--- config.mk ---
export PLATFORM = sky130hd
export DESIGN_NAME = cbp_adder_pipe_flat
export DESIGN_NICKNAME = d
export VERILOG_FILES = /design/src/rtl/cbp_adder_pipe_if.sv /design/src/rtl/cbp_adder_pipe.sv /design/src/flat_wrapper.sv
export SDC_FILE = /design/constraint.sdc
export NUM_CORES = 1
export LEC_CHECK = 0
export ABC_AREA = 1
export CORE_MARGIN = 1
export CORE_UTILIZATION = 45
export DETAILED_ROUTE_END_ITERATION = 16
export HOLD_SLACK_MARGIN = 0.03
export PLACE_DENSITY_LB_ADDON = 0.1
export SLEW_MARGIN = 25
export SYNTH_ARGS = -nofsm -noshare
export SYNTH_HDL_FRONTEND = slang
export SYNTH_SLANG_ARGS = --single-unit
--- constraint.sdc ---
create_clock -name clk -period 3.6 [get_ports clk]
set_input_delay 1.08 -clock clk [delete_from_list [all_inputs] [get_ports clk]]
set_output_delay 1.08 -clock clk [all_outputs]
set_load 0.005 [all_outputs]
--- src/rtl/cbp_adder_pipe_if.sv ---
// Handshake/data bundle for cbp_adder_pipe: operand side (in_*) and result side (out_*).
// out_ovf exists only when CBP_OVERFLOW_EN is defined.
interface cbp_adder_pipe_if #(
   parameter int NUM_BITS = 32
);
   logic                in_valid;
   logic                in_ready;
   logic [NUM_BITS-1:0] in_a;
   logic [NUM_BITS-1:0] in_b;
   logic                in_cin;
   logic                in_sub;
   logic                out_valid;
   logic                out_ready;
   logic [NUM_BITS-1:0] out_sum;
   logic                out_cout;
`ifdef CBP_OVERFLOW_EN
   logic                out_ovf;
`endif

   modport master (
      output in_valid, in_a, in_b, in_cin, in_sub, out_ready,
      input  in_ready, out_valid, out_sum, out_cout
`ifdef CBP_OVERFLOW_EN
      , input out_ovf
`endif
   );

   modport slave (
      input  in_valid, in_a, in_b, in_cin, in_sub, out_ready,
      output in_ready, out_valid, out_sum, out_cout
`ifdef CBP_OVERFLOW_EN
      , output out_ovf
`endif
   );
endinterface

--- src/rtl/cbp_adder_pipe.sv ---
// Pipelined carry-bypass adder/subtractor: one W-bit block per stage, valid/ready on both sides.
// Optional signed-overflow output is built when CBP_OVERFLOW_EN is defined.
module cbp_adder_pipe #(
   parameter int NUM_BITS   = 32,
   parameter int NUM_STAGES = 4
) (
   input logic             clk,
   input logic             rst_n,
   cbp_adder_pipe_if.slave bus
);
   localparam int W = NUM_BITS / NUM_STAGES;

   generate
      if ((NUM_STAGES < 1) || ((NUM_BITS % NUM_STAGES) != 0)) begin : g_bad_cfg
         $error("cbp_adder_pipe: NUM_BITS must be a multiple of NUM_STAGES");
      end
   endgenerate

   // Rank 0 holds captured operands; rank k+1 holds the op after block k has been evaluated.
   logic                valid_q [0:NUM_STAGES];
   logic                valid_d [0:NUM_STAGES];
   logic                c_q     [0:NUM_STAGES];
   logic                c_d     [0:NUM_STAGES];
   logic [NUM_BITS-1:0] sum_q   [0:NUM_STAGES];
   logic [NUM_BITS-1:0] sum_d   [0:NUM_STAGES];
   logic [NUM_BITS-1:0] a_q     [0:NUM_STAGES-1];
   logic [NUM_BITS-1:0] a_d     [0:NUM_STAGES-1];
   logic [NUM_BITS-1:0] b_q     [0:NUM_STAGES-1];
   logic [NUM_BITS-1:0] b_d     [0:NUM_STAGES-1];
   logic                sub_q   [0:NUM_STAGES-1];
   logic                sub_d   [0:NUM_STAGES-1];
   logic [W:0]          blk_s   [0:NUM_STAGES-1];
   logic                adv_s;
`ifdef CBP_OVERFLOW_EN
   logic                ovf_q;
   logic                ovf_d;
`endif

   // Ripple inside the block; carry-out bypasses to the block carry-in when every bit propagates.
   function automatic logic [W:0] blk_add(input logic [W-1:0] a,
                                          input logic [W-1:0] b,
                                          input logic         cin);
      logic [W:0]   c;
      logic [W-1:0] s;
      logic         p;
      c[0] = cin;
      for (int i = 0; i < W; i++) begin
         s[i]   = a[i] ^ b[i] ^ c[i];
         c[i+1] = (a[i] & b[i]) | ((a[i] ^ b[i]) & c[i]);
      end
      p = &(a ^ b);
      return {(p ? cin : c[W]), s};
   endfunction

   assign adv_s         = !valid_q[NUM_STAGES] || bus.out_ready;
   assign bus.in_ready  = adv_s;
   assign bus.out_valid = valid_q[NUM_STAGES];
   assign bus.out_sum   = sum_q[NUM_STAGES];
   assign bus.out_cout  = c_q[NUM_STAGES];
`ifdef CBP_OVERFLOW_EN
   assign bus.out_ovf   = ovf_q;
`endif

   // Evaluate block k from the operands and carry held in rank k.
   always_comb begin
      for (int k = 0; k < NUM_STAGES; k++) begin
         blk_s[k] = blk_add(a_q[k][k*W +: W], b_q[k][k*W +: W], c_q[k]);
      end
   end

   // Next state: every rank shifts on advance, everything holds on stall.
   always_comb begin
      for (int k = 0; k <= NUM_STAGES; k++) begin
         valid_d[k] = valid_q[k];
         c_d[k]     = c_q[k];
         sum_d[k]   = sum_q[k];
      end
      for (int k = 0; k < NUM_STAGES; k++) begin
         a_d[k]   = a_q[k];
         b_d[k]   = b_q[k];
         sub_d[k] = sub_q[k];
      end
`ifdef CBP_OVERFLOW_EN
      ovf_d = ovf_q;
`endif
      if (adv_s) begin
         valid_d[0] = bus.in_valid;
         a_d[0]     = bus.in_a;
         sub_d[0]   = bus.in_sub;
         sum_d[0]   = {NUM_BITS{1'b0}};
         if (bus.in_sub) begin
            b_d[0] = ~bus.in_b;
            c_d[0] = 1'b1;
         end else begin
            b_d[0] = bus.in_b;
            c_d[0] = bus.in_cin;
         end
         for (int k = 0; k < NUM_STAGES; k++) begin
            valid_d[k+1]             = valid_q[k];
            c_d[k+1]                 = blk_s[k][W];
            sum_d[k+1]               = sum_q[k];
            sum_d[k+1][k*W +: W]     = blk_s[k][W-1:0];
         end
         for (int k = 0; k < NUM_STAGES - 1; k++) begin
            a_d[k+1]   = a_q[k];
            b_d[k+1]   = b_q[k];
            sub_d[k+1] = sub_q[k];
         end
`ifdef CBP_OVERFLOW_EN
         // Carry into the MSB recovered as a^b^s at that bit.
         ovf_d = a_q[NUM_STAGES-1][NUM_BITS-1] ^ b_q[NUM_STAGES-1][NUM_BITS-1]
               ^ blk_s[NUM_STAGES-1][W-1] ^ blk_s[NUM_STAGES-1][W];
`endif
      end else begin
         valid_d[0] = valid_q[0];
      end
   end

   // Rank registers with synchronous active-low clear of valid and data.
   always_ff @(posedge clk) begin
      if (!rst_n) begin
         for (int k = 0; k <= NUM_STAGES; k++) begin
            valid_q[k] <= 1'b0;
            c_q[k]     <= 1'b0;
            sum_q[k]   <= {NUM_BITS{1'b0}};
         end
         for (int k = 0; k < NUM_STAGES; k++) begin
            a_q[k]   <= {NUM_BITS{1'b0}};
            b_q[k]   <= {NUM_BITS{1'b0}};
            sub_q[k] <= 1'b0;
         end
`ifdef CBP_OVERFLOW_EN
         ovf_q <= 1'b0;
`endif
      end else begin
         for (int k = 0; k <= NUM_STAGES; k++) begin
            valid_q[k] <= valid_d[k];
            c_q[k]     <= c_d[k];
            sum_q[k]   <= sum_d[k];
         end
         for (int k = 0; k < NUM_STAGES; k++) begin
            a_q[k]   <= a_d[k];
            b_q[k]   <= b_d[k];
            sub_q[k] <= sub_d[k];
         end
`ifdef CBP_OVERFLOW_EN
         ovf_q <= ovf_d;
`endif
      end
   end
endmodule

--- src/flat_wrapper.sv ---
// flat-port wrapper written by rule: the top's interface ports become plain ports
module cbp_adder_pipe_flat 
#(
   parameter int NUM_BITS   = 32,
   parameter int NUM_STAGES = 4
)
  (clk, rst_n, bus_in_valid, bus_in_a, bus_in_b, bus_in_cin, bus_in_sub, bus_out_ready, bus_in_ready, bus_out_valid, bus_out_sum, bus_out_cout);
  cbp_adder_pipe_if #(.NUM_BITS(NUM_BITS)) bus_i ();
  input logic clk;
  input logic rst_n;
  input wire logic [$bits(bus_i.in_valid)-1:0] bus_in_valid;
  input wire logic [$bits(bus_i.in_a)-1:0] bus_in_a;
  input wire logic [$bits(bus_i.in_b)-1:0] bus_in_b;
  input wire logic [$bits(bus_i.in_cin)-1:0] bus_in_cin;
  input wire logic [$bits(bus_i.in_sub)-1:0] bus_in_sub;
  input wire logic [$bits(bus_i.out_ready)-1:0] bus_out_ready;
  output wire logic [$bits(bus_i.in_ready)-1:0] bus_in_ready;
  output wire logic [$bits(bus_i.out_valid)-1:0] bus_out_valid;
  output wire logic [$bits(bus_i.out_sum)-1:0] bus_out_sum;
  output wire logic [$bits(bus_i.out_cout)-1:0] bus_out_cout;
  assign bus_i.in_valid = bus_in_valid;
  assign bus_i.in_a = bus_in_a;
  assign bus_i.in_b = bus_in_b;
  assign bus_i.in_cin = bus_in_cin;
  assign bus_i.in_sub = bus_in_sub;
  assign bus_i.out_ready = bus_out_ready;
  assign bus_in_ready = bus_i.in_ready;
  assign bus_out_valid = bus_i.out_valid;
  assign bus_out_sum = bus_i.out_sum;
  assign bus_out_cout = bus_i.out_cout;
  cbp_adder_pipe #(.NUM_BITS(NUM_BITS), .NUM_STAGES(NUM_STAGES)) u_core (.clk(clk), .rst_n(rst_n), .bus(bus_i));
endmodule
Word-level counts from Yosys, hierarchy flattened. Memory sizes are Yosys's and may differ from the RTL's. Cells that the tools add are included.

Bits in registers: 0. Bits in latches: 0. Bits in writable memories: 426. Bits in read-only memories: 0. Input port bits: 70. Word-level logic and storage cells: 236. Memories: 5.

Add/sub/neg operators: 0. Multiply operators: 0. Div/mod/pow operators: 0. $lt $le $gt $ge: 0. Eq/ne operators: 0. Shift-type cells: 0. Mux-type cells: 37. Bitwise operators: 188. Reductions and logical operators: 6.

Memory list: u_core.sum_q (words 5, width 32, rd ports 5, clocked after memory_dff 0, write ports 5, RTL line cbp_adder_pipe.sv:24) `logic [NUM_BITS-1:0] sum_q [0:NUM_STAGES];`; u_core.a_q (words 4, width 32, rd ports 4, clocked after memory_dff 0, write ports 4, RTL line cbp_adder_pipe.sv:26) `logic [NUM_BITS-1:0] a_q [0:NUM_STAGES-1];`; u_core.b_q (words 4, width 32, rd ports 4, clocked after memory_dff 0, write ports 4, RTL line cbp_adder_pipe.sv:28) `logic [NUM_BITS-1:0] b_q [0:NUM_STAGES-1];`; u_core.c_q (words 5, width 1, rd ports 5, clocked after memory_dff 0, write ports 5, RTL line cbp_adder_pipe.sv:22) `logic c_q [0:NUM_STAGES];`; u_core.valid_q (words 5, width 1, rd ports 5, clocked after memory_dff 0, write ports 5, RTL line cbp_adder_pipe.sv:20) `logic valid_q [0:NUM_STAGES];`.

Operator list (count): $mux 32 (14); $mux 128 (2); $mux 160 (1); $and 1x1->1 (64); $xor 1x1->1 (64); $or 1x1->1 (55); $not 32->32 (1); $reduce_and 8->1 (4); $xor 8x8->8 (4); $mux 1 (18); $mux 5 (1); $mux 4 (1); $logic_not 1->1 (1); $logic_or 1x1->1 (1).

Depth between registers and ports, before layout. Gate-level depths: netlist (run 1).

Depth in word-level cells: 20. Gate-level depth with buffers: 16. Mapped depth without buffers: 16.

Least setup slack after synthesis (run 1). OpenSTA, ideal clock, no wires.

Path kind: flip-flop to flip-flop. Start point: memory u_core.b_q[2][16]. End point: memory u_core.sum_q[3][23], in the netlist u_core.sum_q[0][119]. Library setup time: 66 ps. Data arrival time: 3835 ps. Required time: 3534 ps. Path slack: -301 ps. Stages on the path, launching flop included: 13. Path buffers: 0. Clock period less this slack: 3901 ps. Path through: dfxtp_1 > inv_1 > fa_1 > inv_1 > fa_1 > fa_1 > fa_1 > fa_1 > fa_1 > fa_1 > inv_1 > fa_1 > a21oi_2.

RTL lines (RTL line): start: declaration (cbp_adder_pipe.sv:28); end: declaration (cbp_adder_pipe.sv:24).

==> summary.md, run 1 <==
| Metric | Value |
|---|---|
| Met2 Wirelength | `8280 um` |
| Crit path max-delay family | `adder cells` |
| CP arrival | `3.96 ns` |
| ANT nets after route | `0` |
| Clk buf depth | `3` |
| Crit path time final | `3.49 ns` |
| Synth top area cells | `dfxtp_1 (48%), nor2_1 (14%), o21ai_0 (11%)` |
| M1 WL | `11400 um` |
| Worst Setup Start Kind | `flip-flop` |
| FMAX | `286 MHz` |
| Distinct cells, synth | `22` |
| Most used DFF post-synth | `dfxtp_1` |
| Fin. Hold Viols | `0` |
| Fin nets | `1440` |
| Mapped Cells | `1269` |
| Max Cap Violations | `0` |
| Setup CP Type | `reg -> reg` |
| Status | `finished, final reports clean` |
| Hold WC Path Type | `reg -> reg` |
| Core Util, Final | `0.542` |
| Slew @ Worst Pin | `0.822 ns` |
| Vias per inst | `4.71` |
| Non-Filler Instances | `1636` |
| Die area | `24000 um^2` |
| Hold Crit Start | `u_core.valid_q[0][3]` |
| Sequential share of the synthesized area | `0.477` |
| Launching point of the worst reg2reg path | `u_core.b_q[1][8]` |
| Pwr/cell area | `512 nW/um^2` |
| Clock Tree Root | `clkbuf_16` |
| Final WL | `20700 um` |
| DR DRC count | `0` |
| Largest stage delay, worst path | `0.41 ns` |
| Placed Area | `11400 um^2` |
| Async SR Flop Fraction | `0` |
| Reg clk slew, reported paths | `0.06 ns` |
| Worst Path Buf+Inv | `3` |
| Avg WL per Cell | `12.7 um` |
| FF-to-FF path depth | `12` |
| Latest clock arrival within the worst-skew pair | `0.53 ns` |
| Antenna diode count | `0` |
| GRT Resource Usage Total | `0.177` |
| Placer congestion estimate | `0.750` |
| Skew final | `0.00891 ns` |
| Placed instance count | `1589` |
| Vias | `7709` |
| Worst r2r dst | `u_core.sum_q[0][79]` |
| Num Clock Sinks | `250` |
| Routed wl met3 | `769 um` |
| Io pins | `105` |
| Core area | `22800 um^2` |
| Initial drt markers | `428` |
| Initial Utilization | `0.461` |
| CTS Hold Bufs | `0` |
| Leak | `5.72 nW` |
| Final instance area | `12300 um^2` |
| H-Tree Level Count | `1` |
| Slew HR | `0.452` |
| Synth cell count leaders | `nor2_1 (403), dfxtp_1 (250), o21ai_0 (240), inv_1 (57), a21oi_1 (52)` |
| RSZ-0062 raised after global routing | `true` |
| Top routing layer in use | `met4` |
| Global route overflow | `0` |
| Layout cells sized above 1 | `0.0915` |
| Cell with the most instances after synthesis | `nor2_1` |
| DP HPWL | `13000 um` |
| Cell chain of the critical path | `inv_2 -> fa_2 -> inv_2 -> fa_2 -> fa_2 -> fa_2 -> fa_2 -> fa_2 -> fa_2 -> inv_2 -> fa_1 -> a21oi_2` |
| Area Growth Syn to Fin | `17.6%` |
| Syn. warnings | `0` |
| Mean area per synthesized cell | `8.28 um^2` |
| Mapped cell area | `10500 um^2` |
| Site Rows | `55` |
| CP endpoint kind | `flip-flop` |
| WHS Endpoint | `u_core.valid_q[0][4]` |
| Initial antenna violation count | `0` |
| Critical path's slowest cell | `fa_1` |
| Largest net degree at the start of global routing | `221` |
| Final slew viol count | `0` |
| Worst VDD drop | `0.272 mV` |
| # setup viols final | `0` |
| CTS tree | `built` |
| Syn nets | `1403` |
| WHS Path Cells | `1` |
| Drt pass-1 iters | `4` |
| Die Y | `155 um` |
| CTS Buf Count | `27` |
| Hold WS | `0.472 ns` |
| Area leader, netlist | `dfxtp_1` |
| EDFF count, synth | `0` |
| Chip width | `155 um` |
| Power Total | `6.32 mW` |
| Final period util | `0.970` |
| Number of port buffers | `104` |
| First-pass GRT wire length | `35200 um` |
| Synth Register Bits | `250` |
| CP Data Required Time | `4.06 ns` |
| Worst R2R Setup Slack | `0.11 ns` |
| Worst Path Max Fanout | `2` |
| Vias in the first global route | `7139` |
| Top cell type's share of synthesized area | `0.477` |
| Most common cell on crit path | `fa_2` |
## placed cells by master, fill, tap and decap left out
cell,count
xnor2_1,17
a31oi_1,1
buf_12,4
bufinv_16,3
nor2_1,403
inv_8,1
fa_1,6
clkinv_2,4
nor2_4,1
nor3_1,1
clkdlybuf4s50_1,102
ha_1,32
clkbuf_1,2
inv_1,41
buf_4,19
buf_6,1
o21ai_1,23
clkbuf_16,27
clkbuf_8,7
nand3_1,8
buf_2,1
o21a_1,1
o21ai_0,240
inv_6,1
a21oi_1,50
dfxtp_1,245
a21oi_2,3
inv_2,16
clkinvlp_4,1
clkinv_4,1
dfxtp_2,5
fa_2,26
nand2_1,30
## report_power, final
part	internal (mW)	total (mW)	leakage [nW]	switching (mW)
combinational	0.239	0.469	3.21	0.231
sequential	2.94	3.04	2.05	0.102
clock	1.72	2.81	0.452	1.08
total	4.90	6.32	5.72	1.42
## state kept, by name (all words and copies together), names as in the netlist
signal,cells
u_core.a_q,80
u_core.c_q,5
u_core.valid_q,5
u_core.b_q,80
u_core.sum_q,80
## per-stage QoR
stage | TNS [ns] | worst slack [ns]
2_1_floorplan | 0 | 0.0278
3_3_place_gp | -0.100 | -0.0293
3_5_place_dp | -0.394 | -0.0901
4_1_cts | 0 | 0.00118
5_1_grt | -0.0360 | -0.0253
6_report | 0 | 0.107
## repair_timing
| action | 4_1_cts | 5_1_grt |
|---|---|---|
| setup buffers | 0 | 1 |
| pin swaps | 9 | 30 |
| gates resized for setup | 3 | 26 |
| endpoints found under the setup margin | 8 | 8 |
| gates cloned | 0 | 0 |
## worst max-delay path by stage
stage                                 start                   end  depth (start not counted)
after floorplan           u_core.b_q[2][16]  u_core.sum_q[0][119]                         12
after global placement    u_core.b_q[2][16]  u_core.sum_q[0][119]                         12
after detailed placement   u_core.b_q[1][8]   u_core.sum_q[0][79]                         12
after CTS                  u_core.a_q[1][8]   u_core.sum_q[0][79]                         12
after global routing       u_core.a_q[0][0]      u_core.c_q[0][1]                         16
final                      u_core.b_q[1][8]   u_core.sum_q[0][79]                         12
## routing by layer
layer | up-vias | GRT usage
met5 | - | 0
met4 | 0 | 0.0382
met3 | 25 | 0.0277
met2 | 110 | 0.256
met1 | 3475 | 0.274
li1 | 4099 | -
## cells by family (layout without fill, tap and decap cells)
logic type,count (synthesis),after routing,share of synthesized area
AO/OA/AOI/OAI,318,318,0.152
XOR/XNOR,17,17,0.0142
flip-flops,250,250,0.477
buffers and inverters,177,231,0.0977
adder cells (fa/ha/maj),64,64,0.0991
AND/OR/NAND/NOR,443,443,0.160
## layout make-up
| cell class | count | area (um^2) |
|---|---|---|
| fill | 2198 | 10400 |
| sequential | 250 | 5010 |
| multi-input combinational | 842 | 4540 |
| timing repair buffer | 127 | 1260 |
| clock buffer | 36 | 779 |
| tap | 313 | 392 |
| inverter | 58 | 225 |
| clock inverter | 10 | 135 |
## worst register-to-register path, stage by stage, from the launching register on
cell and delay, ns:
dfxtp_2 0.32, inv_2 0.06, fa_2 0.20, inv_2 0.04
fa_2 0.36, fa_2 0.36, fa_2 0.40, fa_2 0.35
fa_2 0.37, fa_2 0.36, inv_2 0.06, fa_1 0.41
a21oi_2 0.14
Power figures use the tool's default switching activity.
==> inputs of run 2 (changes only) <==
SLEW_MARGIN = unset   (was 25)
==> results of run 2 <==
Final layout, timing and power as in run 1 (identical DEF).
==> inputs of run 3 (changes only) <==
ABC_AREA = unset   (was 1)
==> run 3 against run 2 <==
Compared with the run above:
- die area increased by 4.1%
- total power decreased by 1.5%
- routed wire length increased by 3.6%
- critical endpoint unchanged
- largest cell class is now multi-input gates
- critical path type unchanged
- highest routed layer unchanged
==> summary.md, run 3 <==
| Metric | Value |
|---|---|
| Status | `finished, final reports clean` |
| Area Growth Syn to Fin | `17.2%` |
| Reg clk slew, reported paths | `0.06 ns` |
| Crit path time final | `3.51 ns` |
| Syn nets | `1349` |
| Fin nets | `1383` |
| Largest net degree at the start of global routing | `241` |
| Initial antenna violation count | `0` |
| Hold WC Path Type | `reg -> reg` |
| FMAX | `285 MHz` |
| Avg WL per Cell | `13.5 um` |
| First-pass GRT wire length | `35900 um` |
| DP HPWL | `13100 um` |
| Layout cells sized above 1 | `0.0844` |
| Clock Tree Root | `clkbuf_16` |
| Most common cell on crit path | `fa_2` |
| ANT nets after route | `0` |
| Global route overflow | `0` |
| Initial Utilization | `0.462` |
| Worst Path Max Fanout | `2` |
| WHS Path Cells | `2` |
| Synth Register Bits | `250` |
| Layout fillers | `2318` |
| Distinct cells, synth | `23` |
| Synth cell count leaders | `nand2_1 (448), dfxtp_1 (250), a21boi_1 (199), buf_2 (49), o211a_1 (44)` |
| Num Clock Sinks | `250` |
| Site Rows | `56` |
| Worst VDD drop | `0.294 mV` |
| Async SR Flop Fraction | `0` |
| Antenna diode count | `0` |
| Most frequent cells in the layout | `nand2_1 (448), dfxtp_1 (245), a21boi_1 (199)` |
| Vias per inst | `4.79` |
| CP Data Required Time | `4.06 ns` |
| Initial drt markers | `514` |
| WHS Endpoint | `u_core.sum_q[0][111]` |
| Mapped cell area | `10900 um^2` |
| CTS Buf Count | `27` |
| Setup TNS | `0 ns` |
| Footprint of the multi-input gates | `5190 um^2` |
| Commonest non-fill, non-tap cell in the layout | `nand2_1` |
| Chip width | `158 um` |
| RSZ-0062 raised after global routing | `true` |
| GRT Resource Usage Total | `0.176` |
| Latest clock arrival within the worst-skew pair | `0.53 ns` |
| Vias in the first global route | `7036` |
| H-Tree Level Count | `1` |
| DR DRC count | `0` |
| FF+latch area | `5010 um^2` |
| Final slew viol count | `0` |
| EDFF count, synth | `0` |
| Top cell type's share of synthesized area | `0.458` |
| Synth top area cells | `dfxtp_1 (46%), nand2_1 (15%), a21boi_1 (14%)` |
| Number of port buffers | `104` |
| Cell chain of the critical path | `inv_2 -> fa_2 -> inv_2 -> fa_2 -> fa_2 -> fa_2 -> fa_2 -> fa_2 -> fa_2 -> inv_2 -> fa_1 -> nand2_1 -> o211a_1` |
| Mean area per synthesized cell | `9.00 um^2` |
| Critical path's slowest cell | `fa_2` |
| Largest registers | `u_core.a_q x80, u_core.b_q x80, u_core.sum_q x80` |
| # setup viols final | `0` |
| Pwr/cell area | `485 nW/um^2` |
| Hold WS | `0.447 ns` |
| Slew @ Worst Pin | `0.951 ns` |
| Worst r2r dst | `u_core.sum_q[0][79]` |
| Setup CP Type | `reg -> reg` |
| Max Cap Violations | `0` |
| Die area | `24900 um^2` |
| Vias | `7599` |
| Io pins | `105` |
| Leak | `5.27 nW` |
| Sequential share of the synthesized area | `0.458` |
| Drt pass-1 iters | `5` |
| FF-to-FF path depth | `13` |
| Syn. warnings | `0` |
| CP arrival | `3.97 ns` |
| Worst R2R Setup Slack | `0.09 ns` |
| Placer congestion estimate | `0.757` |
| Mapped Cells | `1215` |
| Hold Crit Start | `u_core.sum_q[0][79]` |
| Area leader, netlist | `dfxtp_1` |
| Core area | `23700 um^2` |
| Cell with the most instances after synthesis | `nand2_1` |
| CP endpoint kind | `flip-flop` |
| Die Y | `158 um` |
| Final WL | `21500 um` |
| Fin. Hold Viols | `0` |
| Post-CTS Setup Inserts | `0` |
| Largest stage delay, worst path | `0.39 ns` |
| Skew final | `0.0165 ns` |
| Clk buf depth | `3` |
| Slew HR | `0.366` |
| Worst Setup Start Kind | `flip-flop` |
| Launching point of the worst reg2reg path | `u_core.b_q[1][8]` |
| CTS tree | `built` |
| Final period util | `0.976` |
| Most used DFF post-synth | `dfxtp_1` |
-- run 3: changes by cell type after synthesis, moves of 11 or more --
cell / previous run / this run
nand2_1: 30 / 448
buf_6: 22 / 5
xnor2_1: 17 / 32
a21boi_1: 0 / 199
inv_1: 57 / 28
o21ai_1: 23 / 0
o21ai_0: 240 / 4
nor2_1: 403 / 1
clkbuf_1: 14 / 25
o211a_1: 0 / 44
a21oi_1: 52 / 0
-- run 3: layer usage --
metal  track usage  routed length, um  part of all wire  vias up
met4        0.0425                340             0.016        0
li1              -                  -                 -     3950
met3        0.0255                823             0.038       29
met2         0.241               8390              0.39      116
met5             0                  0                 0        -
met1         0.281              11900              0.56     3504
-- run 3: worst max path at each step --
stage | from | to | slack [ns] | depth (start not counted)
finish | u_core.b_q[1][8] | u_core.sum_q[0][79] | 0.09 | 13
global route | u_core.b_q[1][8] | u_core.sum_q[0][79] | -0.02 | 13
CTS | u_core.b_q[2][16] | u_core.sum_q[0][119] | 0.02 | 13
detailed placement | u_core.b_q[1][8] | u_core.sum_q[0][79] | -0.11 | 13
global placement | u_core.b_q[1][8] | u_core.sum_q[0][79] | -0.04 | 13
floorplan | u_core.b_q[2][16] | u_core.sum_q[0][119] | 0.04 | 13
-- run 3: what timing repair did --
action                     in CTS  in global routing
hold buffers                    0                  0
setup endpoints to repair       4                  4
pin swaps                      18                 22
gates resized for setup         9                 17
-- run 3: kinds of logic after synthesis --
| family | share of synthesized area |
|---|---|
| AND/OR/NAND/NOR | 0.165 |
| AO/OA/AOI/OAI | 0.183 |
| flip-flops | 0.458 |
| buffers and inverters | 0.0736 |
| adder cells (fa/ha/maj) | 0.0952 |
| XOR/XNOR | 0.0256 |
-- run 3: final cells by class --
cell class              instances  share of cell area
multi-input cells             817               0.405
flip-flops and latches        250               0.391
repair buffers                124              0.0956
clock buffers                  41              0.0592
well taps                     319              0.0311
inverters                      29             0.00908
clock inverters                 7             0.00888
-- run 3: stage by stage --
stage	instances	utilization	instance area [um^2]	worst slack, ns	power [mW]
after detailed placement	1539	0.503	11900	-0.113	3.54
after CTS	1587	0.541	12800	0.0207	6.31
final	1587	0.541	12800	0.0877	6.22
after floorplan	1215	-	11000	0.0426	3.35
after global routing	1587	0.541	12800	-0.0188	6.49
after global placement	1539	0.503	11900	-0.0425	3.54
-- run 3: critical path: cells and delay by family, from the launching register on --
| family | cells | cell delay (ns) |
|---|---|---|
| AO/OA/AOI/OAI | 1 | 0.15 |
| flip-flops | 1 | 0.32 |
| adder cells (fa/ha/maj) | 8 | 2.76 |
| buffers and inverters | 3 | 0.17 |
| AND/OR/NAND/NOR | 1 | 0.07 |
-- run 3: power by group --
group          switching [mW]  internal, mW  leakage, nW
Sequential             0.0906          2.91         2.05
Clock                    1.08          1.66        0.426
Combinational           0.213         0.273         2.79
Total                    1.38          4.84         5.27
